`config.mk`:
```
export PLATFORM = sky130hd
export DESIGN_NAME = factorial_scheduler
export DESIGN_NICKNAME = d
export VERILOG_FILES = /design/src/rtl/factorial_scheduler.sv
export SDC_FILE = /design/constraint.sdc
export NUM_CORES = 1
export LEC_CHECK = 0
export BUFFER_PORTS_ARGS = -buffer_cell sky130_fd_sc_hd__buf_2
export CORE_ASPECT_RATIO = 0.6
export CORE_UTILIZATION = 44
export CTS_BUF_LIST = sky130_fd_sc_hd__clkbuf_8 sky130_fd_sc_hd__clkbuf_16
export DETAILED_ROUTE_END_ITERATION = 16
export GPL_ROUTABILITY_DRIVEN = 0
export PLACE_DENSITY = 0.76
export SLEW_MARGIN = 25
export SYNTH_ARGS = -nofsm -noshare
export SYNTH_HDL_FRONTEND = slang
export SYNTH_SLANG_ARGS = --single-unit
```
`constraint.sdc`:
```
create_clock -name clk -period 1.8 [get_ports clk]
set_clock_uncertainty 0.2 [all_clocks]
set_input_delay 0.27 -clock clk [delete_from_list [all_inputs] [get_ports clk]]
set_output_delay 0.27 -clock clk [all_outputs]
set_load 0.1 [all_outputs]
```
`src/rtl/factorial_scheduler.sv`:
```
// Round-robin front end sharing one factorial engine among N_REQ requesters.
// Jobs are serialized: grant, issue, wait for result or watchdog, respond.
module factorial_scheduler #(
    parameter  int N_REQ       = 4,
    parameter  int IN_DATA_WD  = 3,
    parameter  int OUT_DATA_WD = 16,
    parameter  int TIMEOUT     = 64,
    localparam int ID_WD       = $clog2(N_REQ)
) (
    input  logic                        clk,
    input  logic                        reset,
    input  logic [N_REQ-1:0]            req_valid,
    input  logic [N_REQ*IN_DATA_WD-1:0] req_data,
    output logic [N_REQ-1:0]            req_ready,
    output logic [N_REQ-1:0]            rsp_valid,
    input  logic [N_REQ-1:0]            rsp_ready,
    output logic [OUT_DATA_WD-1:0]      rsp_data,
    output logic                        rsp_err,
    output logic [IN_DATA_WD-1:0]       eng_in_data,
    output logic                        eng_in_valid,
    input  logic [OUT_DATA_WD-1:0]      eng_out_data,
    input  logic                        eng_out_valid,
    input  logic                        eng_out_busy,
    output logic                        sched_busy
);

    localparam int TMR_WD = $clog2(TIMEOUT);

    typedef enum logic [1:0] {
        S_IDLE,
        S_ISSUE,
        S_WAIT,
        S_RESP
    } state_t;

    state_t                 state;
    state_t                 state_nxt;
    logic [ID_WD-1:0]       ptr;
    logic [ID_WD-1:0]       id_q;
    logic [ID_WD-1:0]       idx;
    logic [ID_WD-1:0]       grant_id;
    logic                   grant_found;
    logic [IN_DATA_WD-1:0]  operand_q;
    logic [TMR_WD-1:0]      timer;
    logic [OUT_DATA_WD-1:0] data_q;
    logic                   err_q;
    logic                   do_grant;
    logic                   rsp_accept;
    logic                   timer_expired;

    // First requesting index at or after ptr, with wrap.
    always_comb begin
        grant_found = 1'b0;
        grant_id    = '0;
        idx         = '0;
        for (int i = 0; i < N_REQ; i++) begin
            idx = ID_WD'((int'(ptr) + i) % N_REQ);
            if (!grant_found && req_valid[idx]) begin
                grant_found = 1'b1;
                grant_id    = idx;
            end
        end
    end

    // Reset gates the grant so req_ready drops the instant reset asserts.
    assign do_grant      = (state == S_IDLE) && grant_found && !eng_out_busy && !reset;
    assign rsp_accept    = (state == S_RESP) && rsp_ready[id_q];
    assign timer_expired = (timer == TMR_WD'(TIMEOUT - 1));

    // NOTE: sequential state uses non-blocking assignments so every flop samples pre-edge values.
    always_ff @(posedge clk or posedge reset) begin
        if (reset) begin
            state <= S_IDLE;
        end else begin
            state <= state_nxt;
        end
    end

    // NOTE: every output of this block is defaulted first, so no path can infer a latch.
    always_comb begin
        state_nxt    = state;
        req_ready    = '0;
        rsp_valid    = '0;
        rsp_data     = '0;
        rsp_err      = 1'b0;
        eng_in_data  = '0;
        eng_in_valid = 1'b0;
        sched_busy   = (state != S_IDLE);
        case (state)
            S_IDLE: begin
                if (do_grant) begin
                    req_ready[grant_id] = 1'b1;
                    state_nxt           = S_ISSUE;
                end
            end
            S_ISSUE: begin
                eng_in_valid = 1'b1;
                eng_in_data  = operand_q;
                state_nxt    = S_WAIT;
            end
            S_WAIT: begin
                if (eng_out_valid || timer_expired) begin
                    state_nxt = S_RESP;
                end
            end
            S_RESP: begin
                rsp_valid[id_q] = 1'b1;
                rsp_data        = data_q;
                rsp_err         = err_q;
                if (rsp_accept) begin
                    state_nxt = S_IDLE;
                end
            end
            default: state_nxt = S_IDLE;
        endcase
    end

    always_ff @(posedge clk or posedge reset) begin
        if (reset) begin
            ptr       <= '0;
            id_q      <= '0;
            operand_q <= '0;
            timer     <= '0;
            data_q    <= '0;
            err_q     <= 1'b0;
        end else begin
            case (state)
                S_IDLE: begin
                    if (do_grant) begin
                        id_q      <= grant_id;
                        operand_q <= req_data[int'(grant_id)*IN_DATA_WD +: IN_DATA_WD];
                    end
                end
                S_ISSUE: timer <= '0;
                S_WAIT: begin
                    timer <= timer + 1'b1;
                    // A result arriving on the expiry cycle still wins.
                    if (eng_out_valid) begin
                        data_q <= eng_out_data;
                        err_q  <= 1'b0;
                    end else if (timer_expired) begin
                        data_q <= '0;
                        err_q  <= 1'b1;
                    end
                end
                S_RESP: begin
                    if (rsp_accept) begin
                        ptr <= (id_q == ID_WD'(N_REQ - 1)) ? '0 : id_q + 1'b1;
                    end
                end
                default: ;
            endcase
        end
    end

endmodule
```
After elaboration in Yosys (flattened, before gate mapping)
Cells that the tools add are included.
W data, S select, Z words.
{"block": "word_totals", "out_inout_bits": 30, "register_bits": 32, "word_cells": 92}
{"block": "op_classes", "shift": 1, "mux": 39, "eq_ne": 8, "mul": 1, "add_sub_neg": 5, "reduce_logical": 23, "n_lt_le_gt_ge": 8}
{"operator": "$mux W16", "count": 3}
{"operator": "$lt A2 B3 Y1 const B", "count": 6}
{"operator": "$mux W2", "count": 8}
{"operator": "$mux W1", "count": 15}
{"operator": "$mux W4", "count": 3}
{"operator": "$pmux W6 S2", "count": 1}
{"operator": "$shiftx A12 B5 Y3", "count": 1}
{"operator": "$bmux W1 S2", "count": 5}
{"operator": "$logic_and A1 B1 Y1", "count": 9}
{"operator": "$pmux W2 S4", "count": 1}
{"operator": "$add A6 B1 Y6 const B", "count": 1}
{"operator": "$eq A2 B2 Y1 const B", "count": 3}
{"operator": "$eq A6 B6 Y1 const B", "count": 1}
{"operator": "$ne A2 B2 Y1 const B", "count": 3}
{"operator": "$reduce_and A2 Y1", "count": 3}
{"operator": "$reduce_bool A2 Y1", "count": 3}
{"operator": "$logic_not A1 Y1", "count": 5}
{"operator": "$add A2 B1 Y2 const B", "count": 2}
{"operator": "$add A2 B2 Y2 const B", "count": 2}
{"operator": "$demux W1 S2", "count": 2}
{"operator": "$ge A2 B1 Y1 const B", "count": 2}
{"operator": "$mul A2 B2 Y4 const B", "count": 1}
{"operator": "$mux W3", "count": 1}
{"operator": "$reduce_and A3 Y1", "count": 1}
{"operator": "other kinds (3)", "count": 3}

Depth between registers and ports, before layout
Gate-level depths: netlist (run 1).
{"block": "logic_depth", "word_depth": 18, "mapped_depth": 7}

Least setup slack after synthesis (run 1)
OpenSTA, ideal clock, no wires.
{"block": "synth_timing", "path_type": "register -> output", "startpoint": "register state[0]", "endpoint": "output req_ready[0]", "t_arrival_ns": 3.186, "stages_incl_launch_ff": 6, "path_slack_ns": -1.856, "n_path_buf": 1, "t_required_ns": 1.330, "path_cell_list": "dfrtp_1 -> inv_1 -> ha_1 -> clkbuf_1 -> nand3_2 -> nor3_1"}
{"block": "synth_between", "elab_chain_cells": 6}
{"item": "from (decl)", "line": "36", "rtl": "state_t state;"}
{"item": "from (signal assigned)", "line": "75", "rtl": "state <= state_nxt;"}
{"item": "$logic_not A2 Y1 (*)", "line": "66, 89"}
{"item": "$logic_and A1 B1 Y1 (3 in series)", "line": "66", "rtl": "assign do_grant = (state == S_IDLE) && grant_found && !eng_out_busy && !reset;"}
{"item": "$mux W4", "line": "91", "rtl": "if (do_grant) begin"}
{"item": "$mux W4 (*)", "line": "89", "rtl": "case (state)"}
{"item": "to (decl)", "line": "14", "rtl": "output logic [N_REQ-1:0] req_ready,"}
Every way passes the cells marked *; elsewhere a longest branch is shown, timed or not.

Worst setup path after layout (run 1)
{"block": "layout_timing", "startpoint": "register state[0]", "endpoint": "output req_ready[3]"}
Same word-level chain as after synthesis.

==> impl_metrics.sql, run 1 <==
INSERT INTO impl_metrics (metric_group, metric, value, unit) VALUES
('layout', 'areaGrowthSynthToFinish', '97.0', '%'),
('layout', 'fill_cells', '107', ''),
('worst_setup_path', 'cpMaxStageDelayCell', 'sky130_fd_sc_hd__dfrtp_1', ''),
('worst_setup_path', 'critical_path_peak_fanout', '3', ''),
('die', 'core', '0.00381', 'mm2'),
('clock_network', 'total_clock_buffers_created_by_cts', '5', ''),
('sta', 'fin_setup_tns', '-8.75', 'ns'),
('worst_setup_path', 'worst_setup_path_startpoint', 'state[0]', ''),
('placement', 'place_worst_setup_slack', '-0.293', 'ns'),
('pwr', 'internal_power', '3.43', 'mW'),
('pwr', 'ir_drop', '2.13', 'mV'),
('pwr', 'combinationalPowerShare', '71.6', '%'),
('layout', 'insertedDiodeCount', '0', ''),
('placement', 'post-dp-hpwl', '4200', 'um'),
('synthesis', 'synth_largest_area_cell', 'sky130_fd_sc_hd__dfrtp_1', ''),
('worst_setup_path', 'timing.critical_path.to', 'req_ready[3]', ''),
('drt', 'detailroute.via_count', '2260', ''),
('synthesis', 'mappedNetlistNets', '227', ''),
('clock_network', 'cts_buffer_depth', '2', ''),
('sta', 'rsz_0062_raised_after_global_routing', 'true', ''),
('run_status', 'violations_in_the_final_reports', 'DRC, hold timing, setup timing', ''),
('clock_network', 'tritoncts_sinks', '32', ''),
('sta', 'max_freq', '0.443', 'GHz'),
('sta', 'tightest_slew', '0.553', 'ns'),
('die', 'std_cell_rows', '17', ''),
('worst_setup_path', 'cp-start-kind', 'register', ''),
('worst_hold_path', 'hp_class', 'in2reg', ''),
('synthesis', 'syn_avg_cell_area', '10.2', 'um2'),
('synthesis', 'synthesis.area', '0.00182', 'mm2'),
('layout', 'layout.nets', '345', ''),
('worst_setup_path', 'path_buf_inv', '2', ''),
('clock_network', 'clock-root-buffer', 'sky130_fd_sc_hd__clkbuf_8', ''),
('global_route', 'global_route.overflow_total', '0', ''),
('worst_setup_path', 'reg2reg_to', 'operand_q[1]', ''),
('drt', 'detail_route.wl_per_cell', '27.4', 'um'),
('synthesis', 'sequential_cell_area_fraction_in_the_yosys_report', '44.1', '%'),
('synthesis', 'post_synth_main_area_contributors', 'sky130_fd_sc_hd__dfrtp_1 (44%), sky130_fd_sc_hd__and2_1 (8.6%), sky130_fd_sc_hd__a22o_1 (7.7%), sky130_fd_sc_hd__ha_1 (6.2%), sky130_fd_sc_hd__mux2i_1 (2.8%)', ''),
('sta', 'timing.final.max_slew_violations', '0', ''),
('pwr', 'net_load_switching_power', '3.32', 'mW'),
('sta', 'final-hold-violation-count', '1', ''),
('sta', 'fin_worst_hold_slack', '-0.00517', 'ns'),
('drt', 'number_of_routed_nets_with_antenna_violations', '0', ''),
('synthesis', 'synth_most_common_cell', 'sky130_fd_sc_hd__dfrtp_1', ''),
('sta', 'postLayoutSetupSlackWorst', '-0.456', 'ns'),
('worst_setup_path', 'critPathMaxStageDelay', '0.43', 'ns'),
('clock_network', 'clock_insertion_delay_worst_skew', '0.30', 'ns'),
('drt', 'vias_per_cell', '6.57', ''),
('sta', 'endpoints_failing_setup', '56', ''),
('pwr', 'p_sw_share', '49.2', '%'),
('global_route', 'via_count_of_the_first_global_routing_pass', '2031', ''),
('clock_network', 'h_tree_depth', '2', ''),
('synthesis', 'synth-edff-count', '0', ''),
('synthesis', 'synth.lib_cells_used.distinct', '40', ''),
('global_route', 'grt_pass1_wl', '10900', 'um'),
('worst_setup_path', 'timing.critical_path.required', '1.33', 'ns'),
('synthesis', 'synth-main-ff-cell', 'sky130_fd_sc_hd__dfrtp_1', ''),
('pwr', 'seq_power_share', '19.3', '%'),
('synthesis', 'syn_inst', '178', ''),
('drt', 'drt_drc_violations_left', '4', ''),
('run', 'cap_viol_max_count', '0', ''),
('worst_setup_path', 'rr_startpoint', 'ptr[1]', ''),
('pwr', 'clock_power_share', '9.1', '%'),
('worst_hold_path', 'hold_path.startpoint', 'eng_out_data[6]', ''),
('run_status', 'outcome', 'finished, violations left', ''),
('worst_hold_path', 'worst_hold_path.num_cells', '2', ''),
('drt', 'drt_iter0_drc', '227', ''),
('drt', 'pre_repair_dr_iteration_count', '11', ''),
('worst_setup_path', 'crit_family', 'flip-flops', ''),
('die', 'initial_core_util', '47.7', '%'),
('sta', 'min_period', '2.26', 'ns'),
('synthesis', 'ys_seq_elements', '32', '');
[final cells by class]
cell class | count | area [um2] | share of cell area (%)
flip-flops and latches | 32 | 802 | 22.4
repair buffers | 121 | 1340 | 37.5
clock inverters | 2 | 10.0 | 0.280
clock buffers | 6 | 82.6 | 2.31
well taps | 47 | 58.8 | 1.64
inverters | 12 | 47.5 | 1.33
multi-input cells | 124 | 1230 | 34.5
[per-stage QoR]
stage / instances / area (um2) / power, mW / utilization [%] / hold slack (ns)
detailed placement: 312 / 2970 / 4.84 / 78.0 / 0.186
floorplan: 178 / 1930 / 3.49 / - / 0.186
finish: 344 / 3580 / 6.74 / 93.9 / -0.00517
global route: 344 / 3580 / 6.89 / 93.9 / -0.00515
global placement: 312 / 2970 / 4.74 / 78.0 / 0.185
CTS: 331 / 3290 / 5.83 / 86.4 / 0.000152
[worst min path at each step]
stage              endpoint  slack [ns]
2_1_floorplan     data_q[0]        0.19
5_1_grt           data_q[3]      -0.005
3_5_place_dp   operand_q[0]        0.19
3_3_place_gp   operand_q[0]        0.19
6_report          data_q[6]      -0.005
4_1_cts          data_q[11]      0.0002
[placed cells by master (no fill, tap or decap), types with 4 or more instances in the layout]
cell / synthesis / layout
sky130_fd_sc_hd__and2_4: 0 / 24
sky130_fd_sc_hd__buf_2: 3 / 39
sky130_fd_sc_hd__ha_4: 0 / 4
sky130_fd_sc_hd__buf_12: 0 / 34
sky130_fd_sc_hd__ha_1: 9 / 4
sky130_fd_sc_hd__clkbuf_8: 0 / 6
sky130_fd_sc_hd__dfrtp_1: 32 / 31
sky130_fd_sc_hd__nand2_1: 9 / 8
sky130_fd_sc_hd__buf_4: 0 / 27
sky130_fd_sc_hd__dlygate4sd3_1: 0 / 4
sky130_fd_sc_hd__a22o_1: 16 / 16
sky130_fd_sc_hd__inv_1: 12 / 9
sky130_fd_sc_hd__a21oi_1: 6 / 5
sky130_fd_sc_hd__nor2_1: 7 / 4
sky130_fd_sc_hd__buf_6: 1 / 14
sky130_fd_sc_hd__mux2i_1: 5 / 5
[cell families after synthesis]
| kind of cell | after synthesis | share of synthesized area, % |
|---|---|---|
| AND/OR/NAND/NOR | 59 | 18.3 |
| XOR/XNOR | 1 | 0.483 |
| multiplexers | 7 | 4.62 |
| flip-flops | 32 | 44.1 |
| buffers and inverters | 22 | 5.17 |
| AO/OA/AOI/OAI | 48 | 21.1 |
| adder cells (fa/ha/maj) | 9 | 6.20 |
[state kept, by name, indices dropped and copies added, names as in the netlist]
| register | count |
|---|---|
| state | 2 |
| id_q | 2 |
| operand_q | 3 |
| timer | 6 |
| ptr | 2 |
| data_q | 16 |
| err_q | 1 |
[what timing repair did]
| item | in CTS | in global routing |
|---|---|---|
| endpoints found under the hold margin | 34 | 1 |
| hold buffers | 3 | 1 |
| gates cloned | 0 | 2 |
| buffers inserted | 9 | 13 |
| endpoints found under the setup margin | 42 | 55 |
| pin swaps | 8 | 18 |
| resized for setup | 41 | 33 |
[power by group through the flow]
stage               logic [mW]  clock network, mW  registers [mW]
CTS                       4.03              0.577            1.22
global route              4.94              0.641            1.31
floorplan                 2.32                  0            1.18
global placement          3.55                  0            1.18
detailed placement        3.63                  0            1.21
finish                    4.83              0.613            1.30
[per-layer routing]
layer  track usage, %  wire length [um]  share of wire, %
met1             45.4              3500                37
met2             53.8              4120                44
met3             9.21              1180                12
met4             12.1               622               6.6
met5                0                 0                 0
Note: power is estimated with default switching activity, not from simulation.
==> inputs of run 2 (changes only) <==
--- a/config.mk
+++ b/config.mk
@@ -12,6 +12,7 @@
 export DETAILED_ROUTE_END_ITERATION = 16
 export GPL_ROUTABILITY_DRIVEN = 0
 export PLACE_DENSITY = 0.76
+export RECOVER_POWER = 50
 export SLEW_MARGIN = 25
 export SYNTH_ARGS = -nofsm -noshare
 export SYNTH_HDL_FRONTEND = slang
==> impl_metrics.sql, run 2 (same netlist as run 1, synthesis figures left out) <==
INSERT INTO impl_metrics (metric_group, metric, value, unit) VALUES
('global_route', 'global_route.usage.total', '34.0', '%'),
('layout', 'drive_above_1_share', '62.3', '%'),
('global_route', 'met2_usage', '53.8', '%'),
('layout', 'largest_reg_flops', '16', ''),
('worst_setup_path', 'critical_path_peak_fanout', '5', ''),
('pwr', 'clock_power_share', '9.0', '%'),
('sta', 'postLayoutSetupSlackWorst', '-0.466', 'ns'),
('sta', 'timing.final.max_slew_violations', '0', ''),
('run_status', 'violations_in_the_final_reports', 'DRC, hold timing, setup timing', ''),
('global_route', 'maximum_number_of_pins_on_one_net_before_global_route_repair', '33', ''),
('global_route', 'grt_pass1_wl', '10900', 'um'),
('sta', 'final-hold-violation-count', '1', ''),
('sta', 'rsz_0062_raised_after_global_routing', 'true', ''),
('drt', 'drt_drc_violations_left', '4', ''),
('placement', 'placed_cell_area', '0.00297', 'mm2'),
('worst_setup_path', 'critPathArrivalTime', '1.80', 'ns'),
('sta', 'max_freq', '0.441', 'GHz'),
('sta', 'min_period', '2.27', 'ns'),
('layout', 'most_common_cell_after_layout_fill_and_taps_aside', 'sky130_fd_sc_hd__buf_2', ''),
('clock_network', 'total_clock_buffers_created_by_cts', '5', ''),
('global_route', 'antenna_found_initial', '0', ''),
('worst_setup_path', 'timing.critical_path.required', '1.33', 'ns'),
('drt', 'number_of_routed_nets_with_antenna_violations', '0', ''),
('sta', 'maxSlewHeadroom', '45.3', '%'),
('placement', 'place_worst_setup_slack', '-0.293', 'ns'),
('pwr', 'power.static_leakage', '1.64', 'nW'),
('pwr', 'internal_power', '3.43', 'mW'),
('clock_network', 'tritoncts', 'built', ''),
('die', 'initial_core_util', '47.7', '%'),
('pwr', 'powerDensity', '1890', 'mW/mm2'),
('worst_setup_path', 'cp-start-kind', 'register', ''),
('sta', 'fin_worst_hold_slack', '-0.00217', 'ns'),
('run', 'cap_viol_max_count', '0', ''),
('clock_network', 'cts_buffer_depth', '2', ''),
('layout', 'final_util', '93.9', '%'),
('drt', 'detail_route.wl_per_cell', '27.4', 'um'),
('layout', 'largest_register', 'data_q', ''),
('global_route', 'grt_use_met3', '9.21', '%'),
('clock_network', 'clock_insertion_delay_worst_skew', '0.30', 'ns'),
('die', 'core', '0.00381', 'mm2'),
('pwr', 'combinationalPowerShare', '71.7', '%'),
('global_route', 'busiest_layer', 'met2', ''),
('drt', 'total_detailed_routing_wirelength', '9440', 'um'),
('layout', 'layout.cells.most_common_list', 'sky130_fd_sc_hd__buf_2 (39), sky130_fd_sc_hd__buf_12 (34), sky130_fd_sc_hd__dfrtp_1 (31)', ''),
('die', 'design.die.area', '0.00440', 'mm2'),
('placement', 'post-dp-hpwl', '4200', 'um'),
('drt', 'drt_iter0_drc', '228', ''),
('clock_network', 'cts.reportedPaths.clkPinSlew', '0.08', 'ns'),
('placement', 'io_buffers', '69', ''),
('drt', 'vias_per_cell', '6.59', ''),
('global_route', 'met1_usage_grt', '45.4', '%'),
('layout', 'multi_input_comb_area', '0.00123', 'mm2'),
('layout', 'layout.nets', '345', ''),
('worst_setup_path', 'critPathMaxStageDelay', '0.43', 'ns'),
('pwr', 'ir_drop', '2.12', 'mV'),
('layout', 'top_regs', 'data_q (16), timer (6), operand_q (3)', ''),
('die', 'std_cell_rows', '17', ''),
('layout', 'final_cell_area', '0.00357', 'mm2'),
('worst_setup_path', 'critPathCaptureType', 'output port', ''),
('sta', 'tightest_slew', '0.820', 'ns'),
('die', 'dieHeight', '51.8', 'um'),
('layout', 'insertedDiodeCount', '0', ''),
('worst_setup_path', 'setup.worst_path.class', 'reg2out', ''),
('run_status', 'outcome', 'finished, violations left', ''),
('sta', 'post-route-period-util', '126', '%'),
('pwr', 'net_load_switching_power', '3.32', 'mW'),
('worst_hold_path', 'hp_class', 'in2reg', ''),
('layout', 'area.sequential', '802', 'um2'),
('drt', 'detailroute.via_count', '2266', ''),
('layout', 'areaGrowthSynthToFinish', '96.8', '%'),
('pwr', 'seq_power_share', '19.3', '%'),
('sta', 'endpoints_failing_setup', '55', ''),
('global_route', 'via_count_of_the_first_global_routing_pass', '2031', ''),
('clock_network', 'h_tree_depth', '2', ''),
('worst_setup_path', 'path_cells', 'a21oi_1 -> o21a_1 -> o22a_2 -> nor3_4 -> buf_12', ''),
('global_route', 'global_route.overflow_total', '0', ''),
('clock_network', 'clock-root-buffer', 'sky130_fd_sc_hd__clkbuf_8', ''),
('die', 'boundaryPins', '70', ''),
('clock_network', 'tritoncts_sinks', '32', ''),
('drt', 'pre_repair_dr_iteration_count', '11', ''),
('worst_setup_path', 'cpMaxStageDelayCell', 'sky130_fd_sc_hd__dfrtp_2', ''),
('pwr', 'p_sw_share', '49.2', '%'),
('layout', 'fill_cells', '108', ''),
('die', 'die_w', '84.9', 'um');
## run 2: cell count changes in the layout (fill, tap and decap cells not counted), sizes merged
cell / change
clkbuf: +1
buf: -1
## run 2: path summary, 6_finish.rpt
check                           startpoint            to  slack (ns)  cells past startpoint
hold / removal             eng_out_data[6]     data_q[6]      -0.002                      2
max in group asynchronous            reset        ptr[1]        0.26                      4
setup reg to reg                    ptr[1]  operand_q[1]       -0.36                      7
min in group asynchronous            reset       id_q[1]        0.58                      4
hold reg to reg                  data_q[2]     data_q[2]        0.32                      1
setup / recovery                    ptr[1]  req_ready[0]       -0.47                      5
## run 2: metrics by stage
step	total power, mW	TNS, ns	cells
final	6.75	-8.77	344
after global placement	4.74	-3.39	312
after detailed placement	4.84	-5.71	312
after floorplan	3.49	-2.35	178
after global routing	6.88	-10.38	344
after CTS	5.83	-5.16	331
## run 2: worst max-delay path, delay by kind of cell (launching register included)
kind / cells / cell delay, ns
AO/OA/AOI/OAI: 3 / 0.59
flip-flops: 1 / 0.43
buffers and inverters: 1 / 0.21
AND/OR/NAND/NOR: 1 / 0.26
## run 2: cell type report
cell class	instances	area share, %
clock inverter	2	0.280
clock buffer	6	2.31
tap	47	1.65
inverter	12	1.33
multi-input combinational	124	34.5
timing repair buffer	121	37.5
sequential	32	22.4
## run 2: timing repair
action | 4_1_cts | 5_1_grt
hold endpoints to repair | 34 | 1
cloned | 0 | 2
hold buffers | 3 | 1
endpoints found under the setup margin | 42 | 55
gates resized for setup | 41 | 33
pin swaps | 8 | 18
setup buffers | 9 | 13
## run 2: power groups by stage
| stage | combinational (mW) | sequential, mW | clock, mW |
|---|---|---|---|
| global route | 4.94 | 1.31 | 0.641 |
| global placement | 3.55 | 1.18 | 0 |
| finish | 4.84 | 1.30 | 0.610 |
| floorplan | 2.32 | 1.18 | 0 |
| CTS | 4.03 | 1.22 | 0.577 |
| detailed placement | 3.63 | 1.21 | 0 |
## run 2: metal layers
layer  wire (um)  vias up
met1        3480     1089
met3        1190       76
met5           0        -
met4         599        0
met2        4170      233
li1            -      868
